--- config.mk ---
export PLATFORM = sky130hd
export DESIGN_NAME = wb_rr_arbiter_flat
export DESIGN_NICKNAME = d
export VERILOG_FILES = /design/src/rtl/wb_rr_arbiter_pkg.sv /design/src/rtl/wb_rr_arbiter_if.sv /design/src/rtl/wb_rr_pick.sv /design/src/rtl/wb_rr_arbiter.sv /design/src/flat_wrapper.sv
export SDC_FILE = /design/constraint.sdc
export NUM_CORES = 1
export LEC_CHECK = 0
export CORE_MARGIN = 1.5
export CORE_UTILIZATION = 41
export DETAILED_ROUTE_END_ITERATION = 16
export PLACE_DENSITY = 0.71
export SLEW_MARGIN = 10
export SYNTH_ARGS = -nofsm -noshare
export SYNTH_HDL_FRONTEND = slang
export SYNTH_SLANG_ARGS = --single-unit
--- constraint.sdc ---
create_clock -name clk -period 2.2 [get_ports clk]
set_clock_uncertainty 0.2 [all_clocks]
set_input_delay 0.66 -clock clk [delete_from_list [all_inputs] [get_ports clk]]
set_output_delay 0.66 -clock clk [all_outputs]
set_load 0.03 [all_outputs]
--- src/rtl/wb_rr_arbiter_pkg.sv ---
// Shared types and helpers for the Wishbone round-robin arbiter.
// Holds the FSM state encoding, the timeout counter width and the
// rotating-priority pick function used by wb_rr_pick.
package wb_arb_pkg;

   // Arbiter FSM states; ABORT is only reachable with WB_ARB_TIMEOUT_EN.
   typedef enum logic [1:0] {
      IDLE  = 2'd0,
      OWNED = 2'd1,
      ABORT = 2'd2
   } arb_state_e;

   // Width of the stall counter used by the optional timeout.
   localparam int TO_CNT_W = 16;

   // Largest supported master count; rr_pick works on vectors of this width.
   localparam int MAX_M = 8;

   // Return the first requesting index scanning last+1, last+2, ... modulo numm.
   // The previous owner is examined last, so it cannot starve the others.
   function automatic logic [2:0] rr_pick(input logic [MAX_M-1:0] req,
                                          input logic [2:0]       last,
                                          input int               numm);
      logic [2:0] idx;
      logic       found;
      int         cand;
      idx   = '0;
      found = 1'b0;
      cand  = 0;
      for (int k = 1; k <= MAX_M; k++) begin
         if (k <= numm) begin
            cand = (int'(last) + k) % numm;
            if (!found && req[cand[2:0]]) begin
               idx   = cand[2:0];
               found = 1'b1;
            end
         end
      end
      return idx;
   endfunction

endpackage

--- src/rtl/wb_rr_arbiter_if.sv ---
// Arbitration signals between the shared-bus interconnect and the arbiter.
// slave  : the arbiter view (takes requests and slave responses, drives grants).
// master : the interconnect view (feeds requests/responses, steers muxes from grants).
interface wb_rr_arbiter_if #(
   parameter int NUMM = 3
);
   localparam int IDXW = $clog2(NUMM);

   logic [NUMM-1:0] m_cyc;
   logic [NUMM-1:0] m_stb;
   logic            s_ack;
   logic            s_err;
   logic [NUMM-1:0] gnt;
   logic [IDXW-1:0] gnt_idx;
   logic            busy;
   logic [NUMM-1:0] m_err_force;

   modport slave (
      input  m_cyc, m_stb, s_ack, s_err,
      output gnt, gnt_idx, busy, m_err_force
   );

   modport master (
      output m_cyc, m_stb, s_ack, s_err,
      input  gnt, gnt_idx, busy, m_err_force
   );

endinterface

--- src/rtl/wb_rr_pick.sv ---
// Combinational rotating priority encoder: picks the next requester after
// 'last' in circular order. 'valid' is high when any request is present.
module wb_rr_pick
   import wb_arb_pkg::*;
#(
   parameter int NUMM = 3,
   localparam int IDXW = $clog2(NUMM)
) (
   input  logic [NUMM-1:0] req,
   input  logic [IDXW-1:0] last,
   output logic [IDXW-1:0] idx,
   output logic            valid
);

   logic [MAX_M-1:0] req_ext;
   logic [2:0]       last_ext;
   logic [2:0]       pick;

   assign req_ext  = MAX_M'(req);
   assign last_ext = 3'(last);
   assign pick     = rr_pick(req_ext, last_ext, NUMM);
   assign idx      = IDXW'(pick);
   assign valid    = |req;

endmodule

--- src/rtl/wb_rr_arbiter.sv ---
// Round-robin arbiter for the shared Wishbone bus.
// Grants one master for a whole CYC, hands over without an idle cycle when
// others are waiting, and rotates priority so no master is starved.
// Optional feature macro: WB_ARB_TIMEOUT_EN -- adds a stall counter that
// forces ERR to the owner after TIMEOUT stalled strobes and enters ABORT.
module wb_rr_arbiter
   import wb_arb_pkg::*;
#(
   parameter int NUMM    = 3,
   parameter int TIMEOUT = 255
) (
   input  logic           clk,
   input  logic           rst_n,
   wb_rr_arbiter_if.slave bus
);

   localparam int IDXW = $clog2(NUMM);
   localparam logic [TO_CNT_W-1:0] TO_LAST = TO_CNT_W'(TIMEOUT - 1);

   arb_state_e      state;
   logic [NUMM-1:0] gnt_q;
   logic [IDXW-1:0] idx_q;
   logic [IDXW-1:0] last_q;
   logic            busy_q;

   logic [IDXW-1:0] pick_idx;
   logic            pick_valid;
   logic            owner_cyc;
   logic            rearb;

   function automatic logic [NUMM-1:0] onehot(input logic [IDXW-1:0] i);
      logic [NUMM-1:0] v;
      v    = '0;
      v[i] = 1'b1;
      return v;
   endfunction

   wb_rr_pick #(.NUMM(NUMM)) u_pick (
      .req   (bus.m_cyc),
      .last  (last_q),
      .idx   (pick_idx),
      .valid (pick_valid)
   );

   // Arbitrate when idle, or in the same cycle the current owner drops CYC.
   assign owner_cyc = bus.m_cyc[idx_q];
   assign rearb     = (state == IDLE) || !owner_cyc;

`ifdef WB_ARB_TIMEOUT_EN
   logic [TO_CNT_W-1:0] to_cnt;
   logic [NUMM-1:0]     err_q;
   logic                owner_stb;

   assign owner_stb = bus.m_stb[idx_q];
`else
   logic unused_inputs;
   assign unused_inputs = ^{bus.m_stb, bus.s_ack, bus.s_err, TO_LAST};
`endif

   // Ownership FSM: grant, hold for the whole cycle, release or hand over.
   always_ff @(posedge clk or negedge rst_n) begin
      // NOTE: the reset branch clears every register so the grant drops
      // asynchronously; last starts at NUMM-1 so master 0 wins first.
      if (!rst_n) begin
         state  <= IDLE;
         gnt_q  <= '0;
         idx_q  <= '0;
         last_q <= IDXW'(NUMM - 1);
         busy_q <= 1'b0;
`ifdef WB_ARB_TIMEOUT_EN
         to_cnt <= '0;
         err_q  <= '0;
`endif
      end else begin
`ifdef WB_ARB_TIMEOUT_EN
         err_q <= '0;
`endif
         if (rearb) begin
            if (pick_valid) begin
               // NOTE: non-blocking assignments keep every register update
               // reading the pre-edge values, as real flops do.
               gnt_q  <= onehot(pick_idx);
               idx_q  <= pick_idx;
               last_q <= pick_idx;
               busy_q <= 1'b1;
               state  <= OWNED;
`ifdef WB_ARB_TIMEOUT_EN
               to_cnt <= '0;
`endif
            end else begin
               gnt_q  <= '0;
               busy_q <= 1'b0;
               state  <= IDLE;
            end
         end
`ifdef WB_ARB_TIMEOUT_EN
         else if (state == OWNED) begin
            if (bus.s_ack || bus.s_err) begin
               to_cnt <= '0;
            end else if (owner_stb) begin
               to_cnt <= to_cnt + TO_CNT_W'(1);
               if (to_cnt == TO_LAST) begin
                  err_q <= onehot(idx_q);
                  state <= ABORT;
               end
            end
         end
`endif
      end
   end

   assign bus.gnt     = gnt_q;
   assign bus.gnt_idx = idx_q;
   assign bus.busy    = busy_q;
`ifdef WB_ARB_TIMEOUT_EN
   assign bus.m_err_force = err_q;
`else
   assign bus.m_err_force = '0;
`endif

endmodule

--- src/flat_wrapper.sv ---
// flat-port wrapper written by rule: the top's interface ports become plain ports
module wb_rr_arbiter_flat import wb_arb_pkg::*;
#(
   parameter int NUMM    = 3,
   parameter int TIMEOUT = 255
)
  (clk, rst_n, bus_m_cyc, bus_m_stb, bus_s_ack, bus_s_err, bus_gnt, bus_gnt_idx, bus_busy, bus_m_err_force);
  wb_rr_arbiter_if #(.NUMM(NUMM)) bus_i ();
  input  logic clk;
  input  logic rst_n;
  input wire logic [$bits(bus_i.m_cyc)-1:0] bus_m_cyc;
  input wire logic [$bits(bus_i.m_stb)-1:0] bus_m_stb;
  input wire logic [$bits(bus_i.s_ack)-1:0] bus_s_ack;
  input wire logic [$bits(bus_i.s_err)-1:0] bus_s_err;
  output wire logic [$bits(bus_i.gnt)-1:0] bus_gnt;
  output wire logic [$bits(bus_i.gnt_idx)-1:0] bus_gnt_idx;
  output wire logic [$bits(bus_i.busy)-1:0] bus_busy;
  output wire logic [$bits(bus_i.m_err_force)-1:0] bus_m_err_force;
  assign bus_i.m_cyc = bus_m_cyc;
  assign bus_i.m_stb = bus_m_stb;
  assign bus_i.s_ack = bus_s_ack;
  assign bus_i.s_err = bus_s_err;
  assign bus_gnt = bus_i.gnt;
  assign bus_gnt_idx = bus_i.gnt_idx;
  assign bus_busy = bus_i.busy;
  assign bus_m_err_force = bus_i.m_err_force;
  wb_rr_arbiter #(.NUMM(NUMM), .TIMEOUT(TIMEOUT)) u_core (.clk(clk), .rst_n(rst_n), .bus(bus_i));
endmodule
==> out/metrics.csv, run 1 <==
stage,metric,value,unit
floorplan,initial_utilization,0.434,
timing,rsz0062_at_grt,yes,
finish,postLayoutCellArea,946,um^2
synthesis,synth_mux_area_frac,0.101,
synthesis,synth-seq-cells,7,
route,drt_iter0_drc,8,
synthesis,synthSimpleGateAreaFrac,0.172,
global_routing,track_usage,0.182,
route,ant_nets,0,
synthesis,yosysSeqAreaShare,0.273,
synthesis,yosys_warnings,0,
timing,finalSetupViolCount,3,
floorplan,rows,14,
placed_design,io_buffer_count,10,
synthesis,synth_top_family_by_area,compound AO/OA/AOI/OAI gates,
floorplan,top_level_ports,19,
power_and_ir_drop,p_sw_frac,0.420,
timing,fin_ws,-0.0556,ns
outcome,violations,negative setup slack,
worst_hold_path,hold_class,flop to flop,
timing,slew_violations,0,
outcome,status,finished with violations,
placed_design,hpwlAfterDp,1.22,mm
clocking,clk_pin_slew,0.06,ns
critical_path,crit_fanout,2,
floorplan,core_area,1490,um^2
synthesis,synth_compound_area_frac,0.194,
critical_path,worstPathRequired,2.13,ns
synthesis,synthAdderAreaFrac,0.155,
timing,finalSetupTns,-0.121,ns
timing,fmax,443,MHz
synthesis,syn_inst,70,
clocking,cts-buffers-inserted,3,
route,wl,1.55,mm
floorplan,die_width,42.7,um
timing,hold_violations,0,
global_routing,grt_pass1_wl,2.46,mm
synthesis,synth_xor_area_frac,0,
finish,final_nets,120,
synthesis,netlist_area,646,um^2
clocking,htree_levels,1,
route,vias,597,
power_and_ir_drop,vdd_ir_drop_max,0.651,mV
finish,syn2layout_area_growth,46.5,%
critical_path,cp.arrival,2.19,ns
synthesis,syn_area_per_cell,9.22,um^2
power_and_ir_drop,power.share.clock,0.081,
global_routing,overflow,0,
route,vias_per_cell,5.10,
power_and_ir_drop,p_per_area,1570,nW/um^2
timing,min_period,2.26,ns
power_and_ir_drop,p_switching,0.000624,W
route,wl_per_cell,13.3,um
placed_design,dpl_cell_area,872,um^2
timing,finalCritPeriodShare,1.03,
global_routing,grt_pass1_vias,562,
clocking,clock-sinks,7,
route,drc_errors,0,
flow_run,drv_cap,0,
global_routing,antenna_found_initial,0,
finish,drive_gt1_frac,0.396,
clocking,cts_tree,yes,
critical_path,path_class,flop to flop,
placed_design,gp_congestion,0.821,
clocking,cts_root_buf,clkbuf_4,
clocking,clock_path_buffers,2,
power_and_ir_drop,p_leak,0.456,nW
power_and_ir_drop,power.internal,0.000862,W
clocking,clk_latency,0.25,ns
critical_path,cp-start-kind,flop,
global_routing,grt_start_max_net_pins,9,
floorplan,die_area,1820,um^2
route,firstDrtPassIters,4,
power_and_ir_drop,pwr-share-seq,0.155,
floorplan,die_y,42.7,um
power_and_ir_drop,combPwrFrac,0.764,
synthesis,synthDistinctLibCells,31,
critical_path,end_kind,flop,
finish,antenna-diode-count,0,
==> placed cells by master (no fill, tap or decap), types with 2 or more instances in the layout <==
| cell | n |
|---|---|
| buf_4 | 19 |
| dfrtp_1 | 6 |
| dlygate4sd2_1 | 5 |
| clkbuf_4 | 3 |
| nand2_1 | 5 |
| nand4_1 | 3 |
| mux2i_1 | 5 |
| clkdlybuf4s50_1 | 4 |
| nand3_1 | 3 |
| o22ai_1 | 2 |
| ha_1 | 6 |
| a21oi_2 | 2 |
| and2_4 | 2 |
| conb_1 | 3 |
| inv_2 | 2 |
| nor2_1 | 5 |
| inv_1 | 4 |
==> Yosys cell counts <==
| cell type | instances | area [um^2] |
|---|---|---|
| nand4_1 | 3 | 18.8 |
| or2_1 | 1 | 6.26 |
| nand2_1 | 5 | 18.8 |
| nand3_1 | 3 | 15.0 |
| buf_6 | 1 | 11.3 |
| dfrtp_1 | 6 | 150 |
| nor2_1 | 5 | 18.8 |
| and2_0 | 1 | 6.26 |
| ha_1 | 8 | 100 |
| nor3b_1 | 1 | 7.51 |
| dfstp_2 | 1 | 26.3 |
| o21ai_0 | 1 | 5.00 |
| or3_4 | 1 | 11.3 |
| a32o_1 | 1 | 10.0 |
| o22ai_1 | 2 | 12.5 |
| a221o_1 | 1 | 10.0 |
| o21ai_1 | 1 | 5.00 |
| mux2_4 | 1 | 15.0 |
| a21bo_2 | 2 | 20.0 |
| a211o_1 | 1 | 8.76 |
| conb_1 | 1 | 3.75 |
| and2_4 | 1 | 8.76 |
| o22a_2 | 1 | 10.0 |
| mux2i_1 | 5 | 50.1 |
| a21boi_1 | 1 | 7.51 |
| o211ai_2 | 1 | 12.5 |
| buf_4 | 4 | 30.0 |
| inv_1 | 6 | 22.5 |
| a21oi_1 | 2 | 10.0 |
| a21boi_0 | 1 | 7.51 |
| a31oi_1 | 1 | 6.26 |
==> worst max-delay path, cell delays in order, from the launching register on <==
cell and delay, ns:
dfstp_2 0.54, inv_2 0.05, ha_4 0.27, mux2_4 0.30
o211ai_2 0.16, nand4_1 0.15, and2_4 0.19, a221o_1 0.28
==> area by class of cell <==
type / count / area [um^2]
inverter: 6 / 22.5
clock buffer: 4 / 26.3
sequential: 7 / 176
timing repair buffer: 30 / 250
multi-input combinational: 54 / 450
tap: 16 / 20.0
fill: 126 / 543
==> routing by layer <==
| layer | vias to the layer above | share of wire | GRT usage |
|---|---|---|---|
| met3 | 0 | 0.026 | 0.0255 |
| met5 | - | 0 | 0 |
| li1 | 302 | - | - |
| met1 | 282 | 0.44 | 0.233 |
| met4 | 0 | 0 | 0.0563 |
| met2 | 13 | 0.53 | 0.312 |
==> registers in the layout, summed over array words and instances (netlist names) <==
| name | count |
|---|---|
| u_core.bus.gnt | 3 |
| u_core.last_q | 2 |
| u_core.bus.gnt_idx | 1 |
| u_core.state | 1 |
==> path summary, 6_finish.rpt <==
kind	slack, ns	from	endpoint	depth (start not counted)
min	0.32	u_core.bus.gnt[0]	u_core.bus.gnt[0]	1
max reg2reg	-0.06	u_core.last_q[1]	u_core.bus.gnt[0]	7
max	-0.06	u_core.last_q[1]	u_core.bus.gnt[0]	7
max in group asynchronous	1.05	rst_n	u_core.last_q[1]	1
min reg2reg	0.32	u_core.bus.gnt[0]	u_core.bus.gnt[0]	1
min in group asynchronous	0.46	rst_n	u_core.last_q[0]	1
==> through the flow <==
step | hold slack (ns) | power, W | setup WS [ns] | instances | util
after CTS | 0.314 | 0.00135 | -0.0320 | 114 | 0.602
after global placement | 0.308 | 0.00119 | -0.298 | 110 | 0.586
final | 0.315 | 0.00149 | -0.0556 | 117 | 0.635
after floorplan | 0.164 | 0.000894 | -0.0914 | 72 | -
after detailed placement | 0.302 | 0.00122 | -0.326 | 110 | 0.586
after global routing | 0.355 | 0.00160 | -0.118 | 117 | 0.635
==> logic make-up (layout without fill, tap and decap cells) <==
kind of cell    after synthesis  in the layout
compound gates               16             16
buf+inv                      11             40
mux                           6              6
other cells                   1              3
simple gates                 21             21
flops                         7              7
fa+ha+maj                     8              8
==> power by group through the flow <==
stage	clock network, W	logic (W)	registers [W]
2_1_floorplan	0	0.000584	0.000310
3_3_place_gp	0	0.000963	0.000226
3_5_place_dp	0	0.000988	0.000231
4_1_cts	0.000122	0.000998	0.000229
5_1_grt	0.000133	0.00123	0.000236
6_report	0.000120	0.00114	0.000230
==> timing repair <==
item	4_1_cts	5_1_grt
gates resized for setup	7	9
setup endpoints to repair	7	7
buffers inserted	0	3
hold endpoints to repair	0	0
pin swaps	3	5
hold buffers	0	0
No activity file was read; power rests on OpenSTA's default activity.
==> run 2, diff against run 1 <==
--- a/config.mk
+++ b/config.mk
@@ -5,10 +5,11 @@
 export SDC_FILE = /design/constraint.sdc
 export NUM_CORES = 1
 export LEC_CHECK = 0
+export ABC_AREA = 1
 export CORE_MARGIN = 1.5
 export CORE_UTILIZATION = 41
 export DETAILED_ROUTE_END_ITERATION = 16
-export PLACE_DENSITY = 0.71
+export PLACE_DENSITY = 0.7
 export SLEW_MARGIN = 10
 export SYNTH_ARGS = -nofsm -noshare
 export SYNTH_HDL_FRONTEND = slang
==> run 2 against run 1 <==
The flow now finishes without violations. Critical path depth decreased by 6. Flip-flop and latch count unchanged. Sequential power barely moved. Cell count increased by 2.6%. Critical endpoint is now bus_gnt_idx[1]. Die area increased by 1.1%.
==> out/metrics.csv, run 2 <==
stage,metric,value,unit,change
clocking,postCtsHoldBufs,0,,unchanged
finish,largest_reg_flops,3,,unchanged
synthesis,synth_largest_area_cell,dfrtp_1,,unchanged
floorplan,die_y,42.9,um,was 42.7 um
timing,rsz0062_at_grt,no,,was yes
critical_path,crit_fanout,3,,was 2
critical_path,cp-start-kind,flop,,unchanged
clocking,clock-sinks,7,,unchanged
synthesis,synth-seq-cells,7,,unchanged
synthesis,ys_top_cells_by_count,"nand2_1 (22), inv_1 (14), ha_1 (8)",,"was ha_1 (8), dfrtp_1 (6), inv_1 (6)"
route,wl,1.17,mm,was 1.55 mm
synthesis,async_flop_share,1.00,,unchanged
route,ant_nets,0,,unchanged
timing,min_period,2.16,ns,was 2.26 ns
placed_design,hpwlAfterDp,997,um,was 1.22 mm
critical_path,cp.arrival,1.30,ns,was 2.19 ns
finish,regArea,176,um^2,unchanged
power_and_ir_drop,p_leak,0.441,nW,was 0.456 nW
floorplan,core_area,1510,um^2,was 1490 um^2
worst_hold_path,hold_class,flop to flop,,unchanged
floorplan,rows,14,,unchanged
finish,multi_input_area,400,um^2,was 450 um^2
outcome,status,finished clean,,was finished with violations
power_and_ir_drop,p_total,0.00118,W,was 0.00149 W
route,firstDrtPassIters,3,,was 4
route,vias,568,,was 597
clocking,cts_root_buf,clkbuf_4,,unchanged
flow_run,drv_cap,0,,unchanged
route,drt_iter0_drc,11,,was 8
clocking,htree_levels,1,,unchanged
power_and_ir_drop,vdd_ir_drop_max,0.648,mV,was 0.651 mV
critical_path,critPathSlowestCell,clkdlybuf4s50_1,,was dfstp_2
synthesis,yosys_warnings,0,,unchanged
timing,finalCritPeriodShare,0.982,,was 1.03
floorplan,initial_utilization,0.434,,about the same
finish,syn2layout_area_growth,23.8,%,was 46.5%
clocking,cts_resized,1,,was 7
floorplan,die_width,42.9,um,was 42.7 um
critical_path,cpLargestDelayFamily,buffers and inverters,,was flip-flops
timing,hold_violations,0,,unchanged
placed_design,gp_congestion,0.815,,was 0.821
floorplan,top_level_ports,19,,unchanged
synthesis,syn_area_per_cell,7.42,um^2,was 9.22 um^2
critical_path,end_kind,output port,,was flop
clocking,clk_pin_slew,0.05,ns,was 0.06 ns
placed_design,preCtsSetupSlack,-0.0602,ns,was -0.326 ns
finish,final_common_cell,nand2_1,,was buf_4
synthesis,synth_flop_cell,dfrtp_1,,unchanged
critical_path,slowest_delay,0.68,ns,was 0.54 ns
route,drc_errors,0,,unchanged
timing,finalSetupViolCount,0,,was 3
placed_design,io_buffer_count,10,,unchanged
critical_path,worstPathRequired,1.34,ns,was 2.13 ns
power_and_ir_drop,p_per_area,1460,nW/um^2,was 1570 nW/um^2
global_routing,antenna_found_initial,0,,unchanged
synthesis,synth-edff-count,0,,unchanged
global_routing,grt_start_max_net_pins,8,,was 9
synthesis,synth_top_area_frac,0.230,,was 0.233
timing,fmax,463,MHz,was 443 MHz
route,vias_per_cell,4.73,,was 5.10
synthesis,synth_area_leaders,"dfrtp_1 (23%), ha_1 (15%), nand2_1 (13%)",,"was dfrtp_1 (23%), ha_1 (16%), mux2i_1 (7.8%)"
clocking,cts-buffers-inserted,3,,unchanged
finish,fill_cells,151,,was 126
finish,final_nets,123,,was 120
clocking,cts_tree,yes,,unchanged
timing,finalSetupTns,0,ns,was -0.121 ns
finish,drive_gt1_frac,0.231,,was 0.396
floorplan,die_area,1840,um^2,was 1820 um^2
finish,final_cell_mix,"nand2_1 (22), inv_1 (14), clkdlybuf4s50_1 (9)",,"was buf_4 (19), ha_1 (6), dfrtp_1 (6)"
critical_path,cp_cell_sequence,clkdlybuf4s50_1,,was inv_2 -> ha_4 -> mux2_4 -> o211ai_2 -> nand4_1 -> and2_4 -> a221o_1
synthesis,netlist_area,653,um^2,was 646 um^2
finish,antenna-diode-count,0,,unchanged
critical_path,path_buf_inv,1,,unchanged
synthesis,synthDistinctLibCells,20,,was 31
global_routing,track_usage,0.148,,was 0.182
finish,postLayoutCellArea,808,um^2,was 946 um^2
clocking,clk_latency,0.25,ns,about the same
placed_design,dpl_cell_area,781,um^2,was 872 um^2
synthesis,yosysSeqAreaShare,0.270,,was 0.273
route,wl_per_cell,9.73,um,was 13.3 um
synthesis,syn_inst,88,,was 70
synthesis,yosys.cell_count.top_type,nand2_1,,was ha_1
clocking,clock_path_buffers,2,,unchanged
timing,fin_ws,0.0404,ns,was -0.0556 ns
global_routing,overflow,0,,unchanged
global_routing,grt_pass1_vias,514,,was 562
timing,slew_violations,0,,unchanged
critical_path,path_class,flop to output port,,was flop to flop
global_routing,grt_pass1_wl,2.04,mm,was 2.46 mm
clocking,cts_setup_buffers,0,,unchanged
## run 2: changes by cell type in the layout (fill, tap and decap cells not counted), moves of 2 or more
cell	before	now
clkdlybuf4s50_1	4	9
nand3_1	3	6
nand2_2	0	6
dlygate4sd2_1	5	1
a21oi_2	2	0
o21ai_1	0	2
nand3_2	0	4
buf_4	19	4
nand2_1	5	22
o22ai_1	2	0
mux2i_1	5	0
inv_1	4	14
and2_4	2	0
## run 2: cells by family (layout without fill, tap and decap cells)
kind of cell    after synthesis  in the layout  share of synthesized area
simple gates                 46             46                      0.349
flops                         7              7                      0.270
compound gates                7              7                     0.0900
buf+inv                      19             33                      0.132
other cells                   1              3                    0.00574
fa+ha+maj                     8              8                      0.153
## run 2: path summary, 6_finish.rpt
kind | start | endpoint | slack, ns | cells past startpoint
worst min register to register | u_core.bus.gnt[2] | u_core.bus.gnt[2] | 0.28 | 2
worst max register to register | u_core.last_q[1] | u_core.bus.gnt_idx[1] | 0.13 | 9
worst min-delay path | u_core.bus.gnt[2] | u_core.bus.gnt[2] | 0.28 | 2
min in group asynchronous | rst_n | u_core.state[0] | 0.46 | 1
worst max-delay path | u_core.bus.gnt_idx[1] | bus_gnt_idx[1] | 0.04 | 1
max in group asynchronous | rst_n | u_core.last_q[1] | 1.05 | 1
## run 2: metal layers
layer	share of wire	track usage	vias to the layer above	wire, um
met5	0	0	-	0
met4	0	0.0375	0	0
met3	0.042	0.0638	0	49
met2	0.46	0.221	7	540
met1	0.49	0.196	265	577
li1	-	-	296	-
## run 2: final cells by class
| class | count | share of cell area |
|---|---|---|
| Inverter | 15 | 0.0697 |
| Multi-Input combinational cell | 64 | 0.495 |
| Tap cell | 16 | 0.0248 |
| Clock buffer | 4 | 0.0325 |
| Sequential cell | 7 | 0.218 |
| Timing Repair Buffer | 14 | 0.159 |
## run 2: metrics by stage
stage / cells / hold WS, ns / util
detailed placement: 116 / 0.268 / 0.518
global placement: 116 / 0.268 / 0.518
floorplan: 90 / 0.164 / -
global route: 120 / 0.322 / 0.537
CTS: 120 / 0.289 / 0.535
finish: 120 / 0.279 / 0.537
## run 2: report_power, final
group | total, W | internal, W | switching (W)
registers | 0.000228 | 0.000186 | 0.0000416
logic | 0.000837 | 0.000325 | 0.000512
clock network | 0.000117 | 0.0000693 | 0.0000479
